$ cat config.mk
export PLATFORM = sky130hd
export DESIGN_NAME = noc_vc_output_scheduler
export DESIGN_NICKNAME = d
export VERILOG_FILES = /design/src/rtl/noc_vc_output_scheduler_pkg.sv /design/src/rtl/noc_rr_arbiter.sv /design/src/rtl/noc_vc_output_scheduler_chk.sv /design/src/rtl/noc_vc_output_scheduler.sv
export SDC_FILE = /design/constraint.sdc
export NUM_CORES = 1
export LEC_CHECK = 0
export ABC_AREA = 1
export BUFFER_PORTS_ARGS = -buffer_cell sky130_fd_sc_hd__buf_2
export CORE_UTILIZATION = 49
export DETAILED_ROUTE_END_ITERATION = 16
export PLACE_DENSITY = 0.81
export SLEW_MARGIN = 20
export SYNTH_ARGS = -nofsm -noshare
export SYNTH_HDL_FRONTEND = slang
export SYNTH_SLANG_ARGS = --single-unit
$ cat constraint.sdc
create_clock -name noc_clk -period 4.2 [get_ports noc_clk]
set_clock_uncertainty 0.2 [all_clocks]
set_input_delay 0.42 -clock noc_clk [delete_from_list [all_inputs] [get_ports noc_clk]]
set_output_delay 0.42 -clock noc_clk [all_outputs]
set_load 0.01 [all_outputs]
$ cat src/rtl/noc_vc_output_scheduler_pkg.sv
// Shared NoC parameters and types for the per-VC output scheduler.
package noc_vc_output_scheduler_pkg;

  localparam int Noc_VC_Channel    = 4;
  localparam int Noc_Data_Width    = 32;
  localparam int Noc_Flit_Head_Bit = Noc_Data_Width - 1;
  localparam int Noc_Flit_Tail_Bit = Noc_Data_Width - 2;

  typedef enum logic {
    SCHED_IDLE   = 1'b0,
    SCHED_LOCKED = 1'b1
  } noc_sched_state_e;

endpackage

$ cat src/rtl/noc_rr_arbiter.sv
// Combinational round-robin arbiter: first requester at or after i_ptr wins.
module noc_rr_arbiter #(
  parameter  int N   = 4,
  localparam int IW  = (N > 1) ? $clog2(N) : 1,
  localparam int IWP = IW + 1
) (
  input  logic [N-1:0]  i_req,
  input  logic [IW-1:0] i_ptr,
  output logic [N-1:0]  o_grant,
  output logic [IW-1:0] o_grant_idx
);

  logic           found_s;
  logic [IWP-1:0] sum_s;
  logic [IW-1:0]  idx_s;

  // Scan requesters starting from the priority pointer, wrapping at N.
  always_comb begin
    o_grant     = '0;
    o_grant_idx = '0;
    found_s     = 1'b0;
    sum_s       = '0;
    idx_s       = '0;
    for (int k = 0; k < N; k++) begin
      sum_s = {1'b0, i_ptr} + IWP'(k);
      if (sum_s >= IWP'(N)) begin
        sum_s = sum_s - IWP'(N);
      end else begin
        sum_s = sum_s;
      end
      idx_s = sum_s[IW-1:0];
      if (!found_s && i_req[idx_s]) begin
        found_s        = 1'b1;
        o_grant[idx_s] = 1'b1;
        o_grant_idx    = idx_s;
      end else begin
        found_s = found_s;
      end
    end
  end

endmodule

$ cat src/rtl/noc_vc_output_scheduler_chk.sv
// Protocol checker: a credit return must never arrive while that VC's counter is already full.
module noc_vc_output_scheduler_chk #(
  parameter int CHANNELS = 4
) (
  input logic                noc_clk,
  input logic                noc_rst_n,
  input logic                i_clear,
  input logic [CHANNELS-1:0] i_credit_return,
  input logic [CHANNELS-1:0] i_credit_full
);

  // Returns during a clear are dropped, so they cannot overflow.
  credit_overflow_a: assert property (@(posedge noc_clk) disable iff (!noc_rst_n)
    i_clear || ((i_credit_return & i_credit_full) == '0));

endmodule

$ cat src/rtl/noc_vc_output_scheduler.sv
// Output-side VC scheduler: round-robin over eligible VCs, wormhole lock head->tail, per-VC credits.
module noc_vc_output_scheduler
  import noc_vc_output_scheduler_pkg::*;
#(
  parameter  int CHANNELS   = Noc_VC_Channel,
  parameter  int FLIT_WIDTH = Noc_Data_Width,
  parameter  int CREDITS    = 8,
  localparam int CW         = $clog2(CREDITS + 1),
  localparam int VW         = $clog2(CHANNELS)
) (
  input  logic                                noc_clk,
  input  logic                                noc_rst_n,
  input  logic                                i_clear,
  input  logic [CHANNELS-1:0]                 i_vc_empty,
  input  logic [CHANNELS-1:0][FLIT_WIDTH-1:0] i_vc_flit,
  output logic [CHANNELS-1:0]                 o_vc_pop,
  output logic [CHANNELS-1:0]                 o_valid,
  output logic [FLIT_WIDTH-1:0]               o_flit,
  input  logic [CHANNELS-1:0]                 i_credit_return,
  output logic                                o_locked,
  output logic [VW-1:0]                       o_lock_vc
);

  localparam int HEAD_BIT = FLIT_WIDTH - 1;
  localparam int TAIL_BIT = FLIT_WIDTH - 2;

  noc_sched_state_e state_r, state_s;
  logic [VW-1:0]    lock_vc_r, lock_vc_s;
  logic [VW-1:0]    rr_ptr_r, rr_ptr_s;
  logic [CW-1:0]    credit_r [CHANNELS];

  logic [CHANNELS-1:0]   eligible_s;
  logic [CHANNELS-1:0]   arb_grant_s;
  logic [CHANNELS-1:0]   grant_s;
  logic [CHANNELS-1:0]   credit_full_s;
  logic [VW-1:0]         grant_idx_s;
  logic                  grant_any_s;
  logic [FLIT_WIDTH-1:0] grant_flit_s;

  logic [CHANNELS-1:0]   valid_r;
  logic [FLIT_WIDTH-1:0] flit_r;

  // A VC may send when it has data, a downstream credit, and is not blocked by another VC's lock.
  always_comb begin
    eligible_s    = '0;
    credit_full_s = '0;
    for (int i = 0; i < CHANNELS; i++) begin
      eligible_s[i]    = !i_vc_empty[i] && (credit_r[i] != '0) &&
                         ((state_r == SCHED_IDLE) || (lock_vc_r == VW'(i)));
      credit_full_s[i] = (credit_r[i] == CW'(CREDITS));
    end
  end

  noc_rr_arbiter #(.N(CHANNELS)) u_arb (
    .i_req       (eligible_s),
    .i_ptr       (rr_ptr_r),
    .o_grant     (arb_grant_s),
    .o_grant_idx (grant_idx_s)
  );

  // Pop is suppressed while in reset or clearing so the FIFO never loses a flit.
  always_comb begin
    grant_any_s  = noc_rst_n && !i_clear && (|arb_grant_s);
    grant_flit_s = i_vc_flit[grant_idx_s];
    if (grant_any_s) begin
      grant_s = arb_grant_s;
    end else begin
      grant_s = '0;
    end
  end

  assign o_vc_pop = grant_s;

  // Lock FSM next-state and round-robin pointer update.
  always_comb begin
    state_s   = state_r;
    lock_vc_s = lock_vc_r;
    rr_ptr_s  = rr_ptr_r;
    if (i_clear) begin
      state_s   = SCHED_IDLE;
      lock_vc_s = '0;
      rr_ptr_s  = '0;
    end else if (grant_any_s) begin
      case (state_r)
        SCHED_IDLE: begin
          if (grant_idx_s == VW'(CHANNELS - 1)) begin
            rr_ptr_s = '0;
          end else begin
            rr_ptr_s = grant_idx_s + VW'(1'b1);
          end
          if (grant_flit_s[HEAD_BIT] && !grant_flit_s[TAIL_BIT]) begin
            state_s   = SCHED_LOCKED;
            lock_vc_s = grant_idx_s;
          end else begin
            state_s = SCHED_IDLE;
          end
        end
        SCHED_LOCKED: begin
          if (grant_flit_s[TAIL_BIT]) begin
            state_s = SCHED_IDLE;
          end else begin
            state_s = SCHED_LOCKED;
          end
        end
        default: begin
          state_s = SCHED_IDLE;
        end
      endcase
    end else begin
      state_s = state_r;
    end
  end

  // FSM, lock owner and priority pointer registers.
  always_ff @(posedge noc_clk or negedge noc_rst_n) begin
    if (!noc_rst_n) begin
      state_r   <= SCHED_IDLE;
      lock_vc_r <= '0;
      rr_ptr_r  <= '0;
    end else begin
      state_r   <= state_s;
      lock_vc_r <= lock_vc_s;
      rr_ptr_r  <= rr_ptr_s;
    end
  end

  // Credit counters: send and return in the same cycle cancel; a return at full saturates.
  always_ff @(posedge noc_clk or negedge noc_rst_n) begin
    if (!noc_rst_n) begin
      for (int i = 0; i < CHANNELS; i++) credit_r[i] <= CW'(CREDITS);
    end else if (i_clear) begin
      for (int i = 0; i < CHANNELS; i++) credit_r[i] <= CW'(CREDITS);
    end else begin
      for (int i = 0; i < CHANNELS; i++) begin
        case ({grant_s[i], i_credit_return[i]})
          2'b10: credit_r[i] <= credit_r[i] - CW'(1'b1);
          2'b01: begin
            if (!credit_full_s[i]) begin
              credit_r[i] <= credit_r[i] + CW'(1'b1);
            end else begin
              credit_r[i] <= credit_r[i];
            end
          end
          default: credit_r[i] <= credit_r[i];
        endcase
      end
    end
  end

  // Link output register; the flit bus holds its last value when idle.
  always_ff @(posedge noc_clk or negedge noc_rst_n) begin
    if (!noc_rst_n) begin
      valid_r <= '0;
      flit_r  <= '0;
    end else if (i_clear) begin
      valid_r <= '0;
      flit_r  <= '0;
    end else if (grant_any_s) begin
      valid_r <= grant_s;
      flit_r  <= grant_flit_s;
    end else begin
      valid_r <= '0;
    end
  end

  assign o_valid   = valid_r;
  assign o_flit    = flit_r;
  assign o_locked  = (state_r == SCHED_LOCKED);
  assign o_lock_vc = lock_vc_r;

  noc_vc_output_scheduler_chk #(.CHANNELS(CHANNELS)) u_chk (
    .noc_clk         (noc_clk),
    .noc_rst_n       (noc_rst_n),
    .i_clear         (i_clear),
    .i_credit_return (i_credit_return),
    .i_credit_full   (credit_full_s)
  );

endmodule
==> flow_metrics.tcl, run 1 <==
set metrics [dict create \
    port_buffers 181 \
    syn_area_per_cell_um2 6.84 \
    grt_pass1_wl_um 21700 \
    r2r-start "rr_ptr_r[1]" \
    die_width_um 97.0 \
    yosysTopAreaCell "dfrtp_1" \
    place_congestion 0.892 \
    yosysMostFrequentCell "nand2_1" \
    antenna_found_initial 2 \
    viasPerCell 5.48 \
    cap_viol_max_count 0 \
    syn2layout_area_growth_pct 25.8 \
    p_leak_nw 3.11 \
    min_path_type "in -> async" \
    drtAntennaViolNets 0 \
    grt_max_degree 58 \
    final-setup-viol-count 0 \
    slew_headroom 0.518 \
    via_count 5071 \
    synth.area.top_cells "dfrtp_1 30%, nand2_1 12%, nand3_1 8.2%, nor2_1 7.9%, o21ai_1 5.4%" \
    yosysWarningCount 0 \
    worstPathMaxFanout 8 \
    initial_core_util 0.507 \
    rsz0062_at_grt "false" \
    cts.path.max_buffers 2 \
    syn_area_um2 4420 \
    cts_made_buffers 9 \
    synth_flop_cell "dfrtp_1" \
    clk_pin_slew_worst_paths_ps 80 \
    die_area_um2 9410 \
    yosys-top-cells-count "145 x nand2_1, 93 x nor2_1, 72 x nand3_1" \
    drtIter0Drc 225 \
    rr_endpoint "credit_r[11]" \
    drv_slew 0 \
    synth_edf_count 0 \
    track_usage 0.282 \
    total_power_mw 5.16 \
    setup_tns_ps 0 \
    end_kind "flip-flop" \
    yosysSeqAreaShare 0.324 \
    synth_fp_nets 804 \
    ir_drop_uv 813 \
    cts.sinks 57 \
    dpl.hpwl_um 9790 \
    critPathRequiredTime_ps 4270 \
    fmax_mhz 272 \
    layout-drive-gt1-share 0.297 \
    firstDrtPassIters 5 \
    period_needed_ps 3680 \
    crit_type "reg -> reg" \
    wl_per_cell_um 14.3 \
    r2r_cells 22 \
    finalCritPeriodShare 0.876 \
    clk_latency_ps 350 \
    start_kind "flip-flop" \
    outcome "finished, final reports clean" \
    grt_overflow_total 0 \
    synth_top_area_share 0.300 \
    postSynth.asyncResetShare 1.00 \
    die_h_um 97.0 \
    num_rows 34 \
    cts_hold_buf 0 \
    tritoncts "done" \
    wl_um 13200 \
    powerDensity_nw_per_um2 927 \
    hold_violations 0 \
    cts_max_level 3 \
    ys_types 35 \
    synthCells 646 \
    post_cts_resized 0 \
    fin_nets 970 \
    rrSetupSlack_ps 520 \
    postCtsSetupRepairBufs 0 \
    critPathArrivalTime_ps 3750 \
    post-route-drc-count 0 \
    core-area_um2 8720 \
    tightest_slew_ps 723 \
    boundaryPins 182 \
    cts-root-buf "clkbuf_8" \
    synth_seq_cells 57 \
    grt_pass1_vias 4765 \
]
==> kinds of logic (layout without fill, tap and decap cells) <==
kind of cell,after synthesis,count (layout),synth area share
simple gates,349,349,0.359
buf+inv,87,257,0.0826
fa+ha+maj,19,19,0.0606
flops,57,57,0.324
other cells,0,2,0
compound gates,128,128,0.162
xor+xnor,6,6,0.0119
==> cells in the final DEF (no fill, tap or decap), types with 4 or more instances in the layout <==
master    Yosys  layout
nand3_2       7       7
inv_2         6       6
nor2_1       93      93
o21ai_1      48      48
buf_4         0       6
inv_1        48      48
ha_1         15      15
o21ai_0      33      33
dfstp_2       4       4
nand2_1     145     145
nand2_2       7       7
clkbuf_8      0      10
o22ai_1      30      30
dfrtp_1      53      53
buf_2        25     181
a21oi_1      10      10
nand2_4       4       4
xor2_1        4       4
nand3_1      72      72
nand4_1      13      13
fa_1          4       4
==> layout make-up <==
| class | instances | area [um2] |
|---|---|---|
| multi-input cells | 502 | 2620 |
| clock inverters | 5 | 56.3 |
| flip-flops and latches | 57 | 1430 |
| well taps | 108 | 135 |
| inverters | 54 | 203 |
| repair buffers | 188 | 971 |
| clock buffers | 10 | 138 |
| fillers | 796 | 3160 |
| diodes | 2 | 5.00 |
==> sequential cells by signal, indices dropped and copies added (netlist names) <==
signal	cells
o_flit	32
o_locked	1
rr_ptr_r	2
credit_r	16
o_lock_vc	2
o_valid	4
==> critical path, cell delays in order, from the launching register on <==
cell and delay, ps:
dfrtp_1 510, inv_1 230, ha_1 420, inv_1 80, nand3_1 130, nand2_4 110, nand3_1 90, nand2_1 60
nor2_1 100, nand2_1 100, nor2_1 100, nand2_1 100, nand3_2 130, nand2_1 120, ha_1 300, inv_1 60
o21bai_1 170, xor2_1 220, inv_1 60, nand3_1 80, nand3_1 90, nand2_1 90, nand2_1 50
==> layer usage <==
| layer | track usage | up-vias | wire (um) |
|---|---|---|---|
| met5 | 0 | - | 0 |
| met4 | 0.157 | 0 | 537 |
| met1 | 0.351 | 2308 | 5500 |
| li1 | - | 2483 | - |
| met2 | 0.465 | 237 | 6300 |
| met3 | 0.0441 | 43 | 872 |
==> power breakdown <==
group / internal, mW / switching [mW]
Clock: 0.285 / 0.233
Sequential: 0.741 / 0.148
Combinational: 1.27 / 2.48
==> how the worst max path moves through the flow <==
stage           startpoint           end  slack [ps]  depth (start not counted)
6_report       rr_ptr_r[1]  credit_r[11]         520                         22
3_5_place_dp   rr_ptr_r[1]  credit_r[11]         600                         22
5_1_grt        rr_ptr_r[0]  credit_r[11]         150                         22
4_1_cts        rr_ptr_r[0]  credit_r[11]         560                         22
3_3_place_gp   rr_ptr_r[0]  credit_r[11]         810                         22
2_1_floorplan  rr_ptr_r[0]  credit_r[15]        1020                         19
==> per-stage QoR <==
step | setup WS, ps | area, um2 | utilization | hold slack, ps | std cells
2_1_floorplan | 1020 | 4420 | - | -75.6 | 646
3_3_place_gp | 812 | 5360 | 0.615 | 288 | 909
3_5_place_dp | 603 | 5360 | 0.615 | 290 | 909
4_1_cts | 564 | 5560 | 0.637 | 62.0 | 924
5_1_grt | 150 | 5560 | 0.638 | 110 | 926
6_report | 520 | 5560 | 0.638 | 28.5 | 926
Note: power is estimated with default switching activity, not from simulation.
==> run 2, diff against run 1 <==
CORE_MARGIN = 2   (was not set)
==> run 2 against run 1 <==
- clock power grew 9.1%
- critical path depth is the same
- largest cell class unchanged
- critical path type unchanged
- largest power group unchanged
- register-to-register slack lost 60 ps
- non-clock buffer count is the same
==> flow_metrics.tcl, run 2 (synthesis results as in run 1) <==
set metrics [dict create \
    cts_hold_buf 0 \
    met2_usage 0.457 \
    slew_headroom 0.522 \
    core-area_um2 8720 \
    combPwrFrac 0.718 \
    die_width_um 99.0 \
    worstPathMaxFanout 14 \
    antenna_found_initial 1 \
    die_area_um2 9800 \
    placed_cells 909 \
    tightest_slew_ps 718 \
    setup_tns_ps 0 \
    firstDrtPassIters 5 \
    p_sw_mw 2.85 \
    via_count 5073 \
    final-setup-viol-count 0 \
    p_int_mw 2.30 \
    layout_commonest_cell "buf_2" \
    boundaryPins 182 \
    dpl-instance-area_um2 5350 \
    finalCritPeriodShare 0.890 \
    final_cell_mix "181 x buf_2, 145 x nand2_1, 93 x nor2_1" \
    cts_max_level 3 \
    track_usage 0.278 \
    postCtsSetupRepairBufs 0 \
    fin_area_um2 5570 \
    grt_max_degree 61 \
    gr-usage-met3 0.0468 \
    grt_overflow_total 0 \
    drv_slew 0 \
    met1_usage 0.360 \
    p_clk_frac 0.110 \
    cts.sinks 57 \
    rsz0062_at_grt "false" \
    grt_pass1_wl_um 22300 \
    cap_viol_max_count 0 \
    wl_um 13200 \
    powerDensity_nw_per_um2 925 \
    period_needed_ps 3740 \
    fmax_mhz 267 \
    drtIter0Drc 212 \
    critPathRequiredTime_ps 4270 \
    drtAntennaViolNets 0 \
    wl_per_cell_um 14.3 \
    layout-drive-gt1-share 0.297 \
    clk_pin_slew_worst_paths_ps 80 \
    ir_drop_uv 485 \
    end_kind "flip-flop" \
    initial_core_util 0.507 \
    cts_made_buffers 9 \
    place_congestion 0.950 \
    tritoncts "done" \
    p_leak_nw 3.12 \
    largest_reg_flops 32 \
    num_rows 34 \
    syn2layout_area_growth_pct 26.0 \
    hold-worst-slack_ps 39.2 \
    min_path_type "in -> async" \
    viasPerCell 5.48 \
    post_cts_resized 0 \
    post-route-drc-count 0 \
    grt_pass1_vias 4846 \
    grt-busiest-layer "met2" \
    stdcell_count 926 \
    dpl.hpwl_um 9880 \
    start_kind "flip-flop" \
    cts-root-buf "clkbuf_8" \
    cts.path.max_buffers 2 \
    crit_type "reg -> reg" \
    hold_violations 0 \
    p_seq_frac 0.172 \
    die_h_um 99.0 \
    switching_share 0.553 \
    clk_latency_ps 340 \
    fin_nets 970 \
    outcome "finished, final reports clean" \
    critPathArrivalTime_ps 3810 \
    port_buffers 181 \
]
[run 2: cell types whose count changed in the layout (fill, tap and decap cells not counted)]
cell,delta
buf_4,+1
buf_12,-1
clkinv_4,-1
clkinv_2,-1
diode_2,-1
clkinvlp_4,+1
clkbuf_8,+2
[run 2: path summary, 6_finish.rpt]
path	cells past startpoint	from	slack, ps	end
hold / removal	2	noc_rst_n	40	o_valid[1]
setup / recovery	22	rr_ptr_r[0]	460	credit_r[11]
setup reg to reg	22	rr_ptr_r[0]	460	credit_r[11]
min in group noc_clk	5	i_vc_flit[18]	260	o_flit[18]
hold reg to reg	2	o_flit[14]	310	o_flit[14]
max in group asynchronous	2	noc_rst_n	3270	rr_ptr_r[1]
[run 2: worst max-delay path, cell delays in order (launching register included)]
cell	delay, ps
dfrtp_1	630
inv_1	130
ha_1	400
inv_1	80
nand3_1	120
nand2_4	110
nand3_1	80
nand2_1	70
nor2_1	110
nand2_1	100
nor2_1	100
nand2_1	110
nand3_2	120
nand2_1	120
ha_1	290
inv_1	60
o21bai_1	220
xor2_1	230
inv_1	70
nand3_1	90
nand3_1	80
nand2_1	90
nand2_1	50
[run 2: area by class of cell]
type                            count  area, um2
Timing Repair Buffer              188        958
Fill cell                         791       3150
Antenna cell                        1       2.50
Clock inverter                      4       50.0
Sequential cell                    57       1430
Tap cell                          108        135
Multi-Input combinational cell    502       2620
Inverter                           54        203
Clock buffer                       12        165
[run 2: through the flow]
step | power (mW) | setup slack [ps] | utilization
floorplan | 3.83 | 1020 | -
global placement | 4.42 | 806 | 0.614
global route | 5.67 | 114 | 0.639
detailed placement | 4.55 | 550 | 0.614
finish | 5.15 | 461 | 0.639
CTS | 5.13 | 517 | 0.638
[run 2: routing by layer]
layer / part of all wire / vias to the layer above / routed length [um]
li1: - / 2480 / -
met1: 0.42 / 2345 / 5490
met2: 0.49 / 219 / 6550
met3: 0.061 / 29 / 806
met4: 0.029 / 0 / 390
met5: 0 / - / 0
[run 2: power by group through the flow]
| stage | clock, mW | combinational, mW | sequential (mW) |
|---|---|---|---|
| 5_1_grt | 0.599 | 4.16 | 0.912 |
| 2_1_floorplan | 0 | 2.93 | 0.898 |
| 4_1_cts | 0.575 | 3.67 | 0.886 |
| 6_report | 0.565 | 3.70 | 0.888 |
| 3_5_place_dp | 0 | 3.66 | 0.890 |
| 3_3_place_gp | 0 | 3.53 | 0.886 |
==> run 3, diff against run 2 <==
CORE_ASPECT_RATIO = 2   (was not set)
GPL_TIMING_DRIVEN = 0   (was not set)
==> run 3 against run 2 <==
- global-route usage rose by 1.9 points
- critical path depth did not move
- worst hold slack better by 230 ps
- sequential cell count is the same
- sequential power is 0.5% lower
- non-clock buffer count rose by 26
- critical path type unchanged
- largest cell class unchanged
- largest power group unchanged
==> flow_metrics.tcl, run 3 (synthesis results as in run 1) <==
set metrics [dict create \
    outcome "finished, final reports clean" \
    wl_um 14700 \
    post-route-drc-count 0 \
    tightest_slew_ps 748 \
    die_area_um2 9840 \
    fin_area_um2 5770 \
    cts_max_level 3 \
    p_sw_mw 3.10 \
    core-area_um2 8890 \
    p_clk_frac 0.135 \
    clk_latency_ps 330 \
    cts_hold_buf 1 \
    crit_type "reg -> reg" \
    diodes 0 \
    antenna_found_initial 0 \
    fmax_mhz 257 \
    clk_pin_slew_worst_paths_ps 50 \
    p_seq_frac 0.153 \
    die_h_um 138 \
    start_kind "flip-flop" \
    via_count 5286 \
    switching_share 0.538 \
    setup_tns_ps 0 \
    combPwrFrac 0.712 \
    end_kind "flip-flop" \
    final_cell_mix "204 x buf_2, 145 x nand2_1, 93 x nor2_1" \
    num_rows 49 \
    cts.path.max_buffers 2 \
    place_congestion 0.909 \
    boundaryPins 182 \
    drtIter0Drc 295 \
    finalCritPeriodShare 0.926 \
    powerDensity_nw_per_um2 998 \
    fin_nets 996 \
    postCtsSetupRepairBufs 0 \
    critPathRequiredTime_ps 4260 \
    final-setup-viol-count 0 \
    grt_max_degree 59 \
    grt_overflow_total 0 \
    min_path_type "in -> reg" \
    critPathArrivalTime_ps 3950 \
    die_width_um 71.2 \
    worstPathMaxFanout 8 \
    cap_viol_max_count 0 \
    drv_slew 0 \
    hold_violations 0 \
    layout_commonest_cell "buf_2" \
    largest_reg_flops 32 \
    grt_pass1_vias 5234 \
    wl_per_cell_um 15.5 \
    period_needed_ps 3890 \
    cts.sinks 57 \
    cts-root-buf "clkbuf_16" \
    cts_made_buffers 9 \
    p_int_mw 2.66 \
    tritoncts "done" \
    grt_pass1_wl_um 23500 \
    post_cts_resized 0 \
    initial_core_util 0.497 \
    dpl-instance-area_um2 5450 \
    fillCellCount 820 \
    p_leak_nw 3.24 \
    firstDrtPassIters 5 \
    rsz0062_at_grt "false" \
    syn2layout_area_growth_pct 30.6 \
    drtAntennaViolNets 0 \
    slew_headroom 0.502 \
    port_buffers 180 \
    track_usage 0.298 \
    ir_drop_uv 737 \
    viasPerCell 5.60 \
    dpl.hpwl_um 11500 \
    layout-drive-gt1-share 0.306 \
]
run 3: cell type report:
| type | instances | area (um2) | share of cell area |
|---|---|---|---|
| well taps | 102 | 128 | 0.0221 |
| flip-flops and latches | 57 | 1430 | 0.248 |
| repair buffers | 181 | 913 | 0.158 |
| multi-input cells | 502 | 2620 | 0.454 |
| plain buffers | 33 | 163 | 0.0282 |
| clock buffers | 12 | 246 | 0.0427 |
| clock inverters | 3 | 65.1 | 0.0113 |
| inverters | 54 | 203 | 0.0351 |
run 3: per-layer routing:
layer / global-route usage / vias up / wire, um
met3: 0.0481 / 67 / 715
met4: 0.184 / 0 / 896
li1: - / 2535 / -
met2: 0.534 / 239 / 7720
met5: 0 / - / 0
met1: 0.312 / 2445 / 5330
run 3: worst paths after layout:
check                      cells past startpoint           end    startpoint  slack, ps
setup / recovery                              22  credit_r[11]   rr_ptr_r[1]        310
hold / removal                                 5     o_flit[2]  i_vc_flit[2]        270
setup reg to reg                              22  credit_r[11]   rr_ptr_r[1]        310
hold reg to reg                                2  credit_r[11]  credit_r[11]        310
max in group asynchronous                      2  credit_r[10]     noc_rst_n       2800
min in group asynchronous                      2    o_valid[0]     noc_rst_n        470
run 3: metrics by stage:
step / power [mW] / setup WS [ps] / hold slack, ps / utilization / cells
global placement: 4.76 / 449 / 283 / 0.613 / 928
finish: 5.76 / 310 / 267 / 0.649 / 944
floorplan: 3.83 / 1020 / -75.6 / - / 646
global route: 6.25 / 2.23 / 287 / 0.649 / 944
CTS: 5.71 / 373 / 261 / 0.649 / 944
detailed placement: 4.91 / 398 / 294 / 0.613 / 928
run 3: worst max-delay path, stage by stage, from the launching register on:
cell and delay [ps]:
dfrtp_1 530, inv_1 250, ha_1 460, inv_1 90, nand3_1 130, nand2_4 110
nand3_1 90, nand2_1 50, nor2_1 120, nand2_1 130, nor2_1 130, nand2_1 130
nand3_2 140, nand2_1 120, ha_1 290, inv_1 60, o21bai_1 190, xor2_1 210
inv_1 80, nand3_1 90, nand3_1 80, nand2_1 80, nand2_1 50
run 3: power by group through the flow:
stage,clock [mW],combinational (mW),sequential [mW]
final,0.778,4.10,0.884
after detailed placement,0,4.02,0.882
after floorplan,0,2.93,0.898
after global routing,0.808,4.54,0.901
after global placement,0,3.88,0.877
after CTS,0.782,4.05,0.880
